`config.mk`:
```
export PLATFORM = sky130hd
export DESIGN_NAME = axi4lite_decoder
export DESIGN_NICKNAME = d
export VERILOG_FILES = /design/src/rtl/axi4lite_pkg.sv /design/src/rtl/axi4lite_addr_decode.sv /design/src/rtl/axi4lite_decoder.sv
export SDC_FILE = /design/constraint.sdc
export NUM_CORES = 1
export LEC_CHECK = 0
export ABC_AREA = 1
export BUFFER_PORTS_ARGS = -buffer_cell sky130_fd_sc_hd__clkbuf_2
export CAP_MARGIN = 20
export CORE_AREA = 2 2 281 283
export DETAILED_ROUTE_END_ITERATION = 8
export DIE_AREA = 0 0 283 285
export PLACE_DENSITY = 0.39
export SETUP_SLACK_MARGIN = 0.15
export SLEW_MARGIN = 20
export SYNTH_ARGS = -nofsm -noshare
export SYNTH_HDL_FRONTEND = slang
export SYNTH_SLANG_ARGS = --single-unit
```
`constraint.sdc`:
```
create_clock -name clk -period 1.3 [get_ports clk]
set_clock_uncertainty 0.05 [all_clocks]
set_input_delay 0.13 -clock clk [delete_from_list [all_inputs] [get_ports clk]]
set_output_delay 0.13 -clock clk [all_outputs]
set_load 0.01 [all_outputs]
```
`src/rtl/axi4lite_pkg.sv`:
```
// Shared AXI4-Lite widths, response codes and decoder FSM state types.
package axi4lite_pkg;

  localparam int AXI_ADDR_WIDTH = 32;
  localparam int AXI_DATA_WIDTH = 32;
  localparam int AXI_STRB_WIDTH = AXI_DATA_WIDTH / 8;

  localparam logic [1:0] AXI_RESP_OKAY   = 2'b00;
  localparam logic [1:0] AXI_RESP_DECERR = 2'b11;

  typedef enum logic [1:0] {
    WR_IDLE,
    WR_FWD,
    WR_RESP,
    WR_ERR
  } axi_dec_wr_state_e;

  typedef enum logic [1:0] {
    RD_IDLE,
    RD_ADDR,
    RD_DATA,
    RD_ERR
  } axi_dec_rd_state_e;

endpackage

```
`src/rtl/axi4lite_addr_decode.sv`:
```
// Combinational base/mask address decoder; lowest matching index wins.
module axi4lite_addr_decode
  import axi4lite_pkg::*;
#(
  parameter int NUM_SLAVES = 4,
  parameter int SEL_W      = 2,
  parameter logic [NUM_SLAVES-1:0][AXI_ADDR_WIDTH-1:0] SLAVE_BASE =
    {32'h3000_0000, 32'h2000_0000, 32'h1000_0000, 32'h0000_0000},
  parameter logic [NUM_SLAVES-1:0][AXI_ADDR_WIDTH-1:0] SLAVE_MASK =
    {4{32'hF000_0000}}
) (
  input  logic [AXI_ADDR_WIDTH-1:0] addr,
  output logic [SEL_W-1:0]          sel,
  output logic                      hit
);

  // Scan from the top index down so the lowest matching index overrides.
  always_comb begin
    sel = '0;
    hit = 1'b0;
    for (int i = NUM_SLAVES - 1; i >= 0; i--) begin
      if ((addr & SLAVE_MASK[i]) == SLAVE_BASE[i]) begin
        sel = SEL_W'(i);
        hit = 1'b1;
      end
    end
  end

endmodule

```
`src/rtl/axi4lite_decoder.sv`:
```
// 1-to-N AXI4-Lite decoder: independent read/write FSMs, one outstanding
// transaction per path, unmapped addresses answered locally with DECERR.
module axi4lite_decoder
  import axi4lite_pkg::*;
#(
  parameter int NUM_SLAVES = 4,
  parameter logic [NUM_SLAVES-1:0][AXI_ADDR_WIDTH-1:0] SLAVE_BASE =
    {32'h3000_0000, 32'h2000_0000, 32'h1000_0000, 32'h0000_0000},
  parameter logic [NUM_SLAVES-1:0][AXI_ADDR_WIDTH-1:0] SLAVE_MASK =
    {4{32'hF000_0000}}
) (
  input  logic                                          clk,
  input  logic                                          rst_n,
  input  logic [AXI_ADDR_WIDTH-1:0]                     s_axi_awaddr,
  input  logic                                          s_axi_awvalid,
  output logic                                          s_axi_awready,
  input  logic [AXI_DATA_WIDTH-1:0]                     s_axi_wdata,
  input  logic [AXI_STRB_WIDTH-1:0]                     s_axi_wstrb,
  input  logic                                          s_axi_wvalid,
  output logic                                          s_axi_wready,
  output logic [1:0]                                    s_axi_bresp,
  output logic                                          s_axi_bvalid,
  input  logic                                          s_axi_bready,
  input  logic [AXI_ADDR_WIDTH-1:0]                     s_axi_araddr,
  input  logic                                          s_axi_arvalid,
  output logic                                          s_axi_arready,
  output logic [AXI_DATA_WIDTH-1:0]                     s_axi_rdata,
  output logic [1:0]                                    s_axi_rresp,
  output logic                                          s_axi_rvalid,
  input  logic                                          s_axi_rready,
  output logic [NUM_SLAVES-1:0][AXI_ADDR_WIDTH-1:0]     m_axi_awaddr,
  output logic [NUM_SLAVES-1:0]                         m_axi_awvalid,
  input  logic [NUM_SLAVES-1:0]                         m_axi_awready,
  output logic [NUM_SLAVES-1:0][AXI_DATA_WIDTH-1:0]     m_axi_wdata,
  output logic [NUM_SLAVES-1:0][AXI_STRB_WIDTH-1:0]     m_axi_wstrb,
  output logic [NUM_SLAVES-1:0]                         m_axi_wvalid,
  input  logic [NUM_SLAVES-1:0]                         m_axi_wready,
  input  logic [NUM_SLAVES-1:0][1:0]                    m_axi_bresp,
  input  logic [NUM_SLAVES-1:0]                         m_axi_bvalid,
  output logic [NUM_SLAVES-1:0]                         m_axi_bready,
  output logic [NUM_SLAVES-1:0][AXI_ADDR_WIDTH-1:0]     m_axi_araddr,
  output logic [NUM_SLAVES-1:0]                         m_axi_arvalid,
  input  logic [NUM_SLAVES-1:0]                         m_axi_arready,
  input  logic [NUM_SLAVES-1:0][AXI_DATA_WIDTH-1:0]     m_axi_rdata,
  input  logic [NUM_SLAVES-1:0][1:0]                    m_axi_rresp,
  input  logic [NUM_SLAVES-1:0]                         m_axi_rvalid,
  output logic [NUM_SLAVES-1:0]                         m_axi_rready
);

  localparam int SEL_W = (NUM_SLAVES > 1) ? $clog2(NUM_SLAVES) : 1;

  axi_dec_wr_state_e         wr_state, wr_state_n;
  axi_dec_rd_state_e         rd_state, rd_state_n;
  logic [AXI_ADDR_WIDTH-1:0] aw_addr, ar_addr;
  logic [SEL_W-1:0]          wr_sel, rd_sel, aw_sel_d, ar_sel_d;
  logic                      aw_hit_d, ar_hit_d;
  logic                      aw_done, aw_done_n, w_done, w_done_n;
  logic                      live;

  // Decode the upstream address at the handshake; only the latched sel is used after.
  axi4lite_addr_decode #(
    .NUM_SLAVES (NUM_SLAVES), .SEL_W(SEL_W),
    .SLAVE_BASE (SLAVE_BASE), .SLAVE_MASK(SLAVE_MASK)
  ) u_wr_dec (.addr(s_axi_awaddr), .sel(aw_sel_d), .hit(aw_hit_d));

  axi4lite_addr_decode #(
    .NUM_SLAVES (NUM_SLAVES), .SEL_W(SEL_W),
    .SLAVE_BASE (SLAVE_BASE), .SLAVE_MASK(SLAVE_MASK)
  ) u_rd_dec (.addr(s_axi_araddr), .sel(ar_sel_d), .hit(ar_hit_d));

  // Addresses are broadcast; write data/strobe pass straight through.
  assign m_axi_awaddr = {NUM_SLAVES{aw_addr}};
  assign m_axi_araddr = {NUM_SLAVES{ar_addr}};
  assign m_axi_wdata  = {NUM_SLAVES{s_axi_wdata}};
  assign m_axi_wstrb  = {NUM_SLAVES{s_axi_wstrb}};

  // Holds the idle readys low while reset is asserted and for the first edge after.
  always_ff @(posedge clk or negedge rst_n) begin
    if (!rst_n) live <= 1'b0;
    else        live <= 1'b1;
  end

  // Write path state, latched address/select and AW/W completion flags.
  always_ff @(posedge clk or negedge rst_n) begin
    if (!rst_n) begin
      wr_state <= WR_IDLE;
      aw_addr  <= '0;
      wr_sel   <= '0;
      aw_done  <= 1'b0;
      w_done   <= 1'b0;
    end else begin
      wr_state <= wr_state_n;
      aw_done  <= aw_done_n;
      w_done   <= w_done_n;
      if (s_axi_awready && s_axi_awvalid) begin
        aw_addr <= s_axi_awaddr;
        wr_sel  <= aw_sel_d;
      end
    end
  end

  // Write next-state and handshake routing.
  always_comb begin
    wr_state_n    = wr_state;
    aw_done_n     = aw_done;
    w_done_n      = w_done;
    s_axi_awready = 1'b0;
    s_axi_wready  = 1'b0;
    s_axi_bvalid  = 1'b0;
    s_axi_bresp   = AXI_RESP_OKAY;
    m_axi_awvalid = '0;
    m_axi_wvalid  = '0;
    m_axi_bready  = '0;
    case (wr_state)
      WR_IDLE: begin
        s_axi_awready = live;
        if (live && s_axi_awvalid) wr_state_n = aw_hit_d ? WR_FWD : WR_ERR;
      end
      WR_FWD: begin
        m_axi_awvalid[wr_sel] = !aw_done;
        m_axi_wvalid[wr_sel]  = s_axi_wvalid && !w_done;
        s_axi_wready          = m_axi_wready[wr_sel] && !w_done;
        if (!aw_done && m_axi_awready[wr_sel]) aw_done_n = 1'b1;
        if (s_axi_wvalid && s_axi_wready)      w_done_n  = 1'b1;
        if (aw_done_n && w_done_n)             wr_state_n = WR_RESP;
      end
      WR_RESP: begin
        s_axi_bvalid         = m_axi_bvalid[wr_sel];
        s_axi_bresp          = m_axi_bresp[wr_sel];
        m_axi_bready[wr_sel] = s_axi_bready;
        if (s_axi_bvalid && s_axi_bready) begin
          wr_state_n = WR_IDLE;
          aw_done_n  = 1'b0;
          w_done_n   = 1'b0;
        end
      end
      WR_ERR: begin
        // Swallow the write beat, then answer DECERR without touching any slave.
        s_axi_wready = !w_done;
        if (s_axi_wvalid && !w_done) w_done_n = 1'b1;
        s_axi_bvalid = w_done;
        if (w_done) s_axi_bresp = AXI_RESP_DECERR;
        if (w_done && s_axi_bready) begin
          wr_state_n = WR_IDLE;
          w_done_n   = 1'b0;
        end
      end
      default: wr_state_n = WR_IDLE;
    endcase
  end

  // Read path state and latched address/select.
  always_ff @(posedge clk or negedge rst_n) begin
    if (!rst_n) begin
      rd_state <= RD_IDLE;
      ar_addr  <= '0;
      rd_sel   <= '0;
    end else begin
      rd_state <= rd_state_n;
      if (s_axi_arready && s_axi_arvalid) begin
        ar_addr <= s_axi_araddr;
        rd_sel  <= ar_sel_d;
      end
    end
  end

  // Read next-state and response muxing.
  always_comb begin
    rd_state_n    = rd_state;
    s_axi_arready = 1'b0;
    s_axi_rvalid  = 1'b0;
    s_axi_rdata   = '0;
    s_axi_rresp   = AXI_RESP_OKAY;
    m_axi_arvalid = '0;
    m_axi_rready  = '0;
    case (rd_state)
      RD_IDLE: begin
        s_axi_arready = live;
        if (live && s_axi_arvalid) rd_state_n = ar_hit_d ? RD_ADDR : RD_ERR;
      end
      RD_ADDR: begin
        m_axi_arvalid[rd_sel] = 1'b1;
        if (m_axi_arready[rd_sel]) rd_state_n = RD_DATA;
      end
      RD_DATA: begin
        s_axi_rvalid         = m_axi_rvalid[rd_sel];
        s_axi_rdata          = m_axi_rdata[rd_sel];
        s_axi_rresp          = m_axi_rresp[rd_sel];
        m_axi_rready[rd_sel] = s_axi_rready;
        if (s_axi_rvalid && s_axi_rready) rd_state_n = RD_IDLE;
      end
      RD_ERR: begin
        s_axi_rvalid = 1'b1;
        s_axi_rresp  = AXI_RESP_DECERR;
        if (s_axi_rready) rd_state_n = RD_IDLE;
      end
      default: rd_state_n = RD_IDLE;
    endcase
  end

endmodule
```
==> out/summary.txt <==
Mapped Area: 6710 µm²
Die H: 285 µm
Worst setup SP type: flop
nets: 1,628
Worst Hold Class: in2async
initial DRC count: 192
Leakage Power: 6.43 nW
NetSw: 15.1 mW
Worst-path clk slew: 90 ps
commonest cells in the netlist: 336 x buf_4, 336 x nand2_1, 75 x dfrtp_1
dominant cell type by area after synthesis: buf_4
initial antenna violation count: 8
vias in the first global route: 7,224
DR vias/cell: 3.14
Final Wtd Congestion: 0.868
max_cap viols: 0
gr ovfl total: 0
Place WS: -413 ps
Clock power frac: 9.0%
wire per inst: 19.2 µm
Final WS setup: -702 ps
Worst-Skew Late Latency: 390 ps
top-area cell type share of the netlist area: 37.6%
Fill cells: 8,773
First-pass DRT Iterations: 4
Crit. Startpoint: rd_sel[0]$_DFFE_PN0P_
IO Port Bufs: 551
gr usage total: 10.8%
worst-path fanout max: 25
WL final: 46,300 µm
Gate Count Post-Synth: 937
outcome: finished with violations
H-tree depth: 3
Core Region: 78,000 µm²
sw frac: 47.3%
main flop type after synthesis: dfrtp_1
hpwl dp: 35,700 µm
Seq pwr share: 19.6%
largest net degree at the start of global routing: 36
Max Clk Rate: 0.500 GHz
Final Cycle Share: 154%
DRC violations left: 0
final hold violation count: 0
Post-Synthesis Net Count: 1,208
CP required: 1120 ps
ranking of synthesized cells by area: buf_4 38%, dfrtp_1 28%, nand2_1 19%
Seq/Total Area, Yosys: 28.0%
total internal power: 16.8 mW
effective utilization at floorplan: 8.60%
Period minus WS final: 2000 ps
CP Capture Type: output pin
Power Density: 2380 nW/µm²
via count: 7,592
Combinational Power Share: 71.4%
clock buffer depth: 2
root buffer cell: clkbuf_16
VDD IR-drop max: 0.828 mV
layout cell share with drive strength beyond 1: 76.9%
Clock Sinks: 75
die footprint: 80,700 µm²
setup violators final: 135
Post-synth EDFFs: 0
CP Class: reg2out
CTS buffer count: 9
RR Startpoint: wr_sel[0]$_DFFE_PN0P_
P&R area growth vs syn: 100%
antenna-violating nets left: 0
max-slew violations: 0
Yosys warnings: 0
RSZ-0062 raised after global routing: yes
critical path arrival: 1820 ps
Setup TNS: -51,240 ps
Yosys reg bits: 75
fraction of registers with async set/reset: 100%
num ports: 732
CTS tree: built
Rows: 103
violated checks: negative setup slack
Syn Area/Cell: 7.16 µm²
die width: 283 µm
first-pass GRT wire length: 59,900 µm
Cell variety after synth: 23
state kept, by name, indices dropped and copies added, names as in the netlist:
name and flops:
wr_state 2, rd_sel 2, aw_done 1, ar_addr 32
aw_addr 32, rd_state 2, w_done 1, live 1
wr_sel 2
power groups by stage:
| stage | sequential (mW) | clock [mW] | combinational [mW] |
|---|---|---|---|
| 2_1_floorplan | 5.34 | 0 | 11.5 |
| 3_3_place_gp | 5.79 | 0 | 15.3 |
| 3_5_place_dp | 5.82 | 0 | 15.2 |
| 4_1_cts | 6.01 | 3.10 | 18.9 |
| 5_1_grt | 6.53 | 3.15 | 24.2 |
| 6_report | 6.26 | 2.87 | 22.8 |
critical path: stages (launching register included):
cell and delay [ps]:
dfrtp_2 460, inv_2 100, nor2_4 40, buf_12 160
a22oi_1 350, a31oi_4 140, clkbuf_8 170
worst paths after layout:
check	end	slack, ps	cells past startpoint
min in group clk	aw_done$_DFFE_PN0P_	110	3
min	ar_addr[15]$_DFFE_PN0P_	100	2
max	s_axi_rdata[13]	-700	6
min reg2reg	aw_addr[28]$_DFFE_PN0P_	500	2
max in group asynchronous	aw_addr[25]$_DFFE_PN0P_	560	3
max reg2reg	wr_state[0]$_DFFE_PN0P_	-420	13
metrics by stage:
step | cells | hold WS, ps | util [%] | power (mW) | area [µm²]
after floorplan | 937 | -216 | - | 16.8 | 7330
after global placement | 2236 | -33.2 | 11.9 | 21.1 | 9310
after detailed placement | 2236 | -38.6 | 11.9 | 21.0 | 9310
after CTS | 2374 | 18.9 | 15.1 | 28.0 | 11800
after global routing | 2417 | 77.9 | 17.2 | 33.9 | 13400
final | 2417 | 100 | 17.2 | 32.0 | 13400
cell families (layout without fill, tap and decap cells):
group / Yosys count / after routing / synth area share [%]
buffers and inverters: 392 / 817 / 41.2
and+or+nand+nor: 383 / 383 / 22.2
AOI/OAI and AO/OA: 86 / 86 / 8.52
DFF: 75 / 75 / 28.0
other: 1 / 6 / 0.0559
cell type report:
type                            count  area, µm²  share of cell area, %
Tap cell                         1050       1310                   9.78
Timing Repair Buffer              773       6260                   46.6
Antenna cell                        5       12.5                 0.0931
Multi-Input combinational cell    470       3450                   25.6
Clock buffer                        9        225                   1.68
Clock inverter                      7       70.1                  0.521
Sequential cell                    75       1940                   14.4
Inverter                           28        178                   1.32
layer usage:
layer / vias to the layer above / routed length (µm) / track usage, %
met1: 3541 / 14800 / 9.86
met5: - / 12 / 0
met4: 2 / 1840 / 4.53
met3: 66 / 3120 / 3.01
li1: 3483 / - / -
met2: 500 / 26600 / 22.0
layout by cell type (no fill, tap or decap), drive strengths merged, types with 2 or more instances in the layout:
master	Yosys	routed
nand2	336	336
diode	0	5
a31oi	33	33
nor3	9	9
a21oi	11	11
inv	28	29
dfrtp	75	75
buf	361	297
a22oi	33	33
o22ai	4	4
clkbuf	3	419
nand4	4	4
clkinv	0	4
dlygate4sd3	0	65
clkinvlp	0	2
nor2	29	29
nand3	5	5
repair_timing:
action / in CTS / in global routing
hold buffers: 65 / 0
pin swaps: 53 / 71
gates cloned: 13 / 2
setup endpoints to repair: 391 / 391
endpoints found under the hold margin: 142 / 0
gates resized for setup: 259 / 430
buffers inserted: 44 / 36
Note: power is estimated with default switching activity, not from simulation.
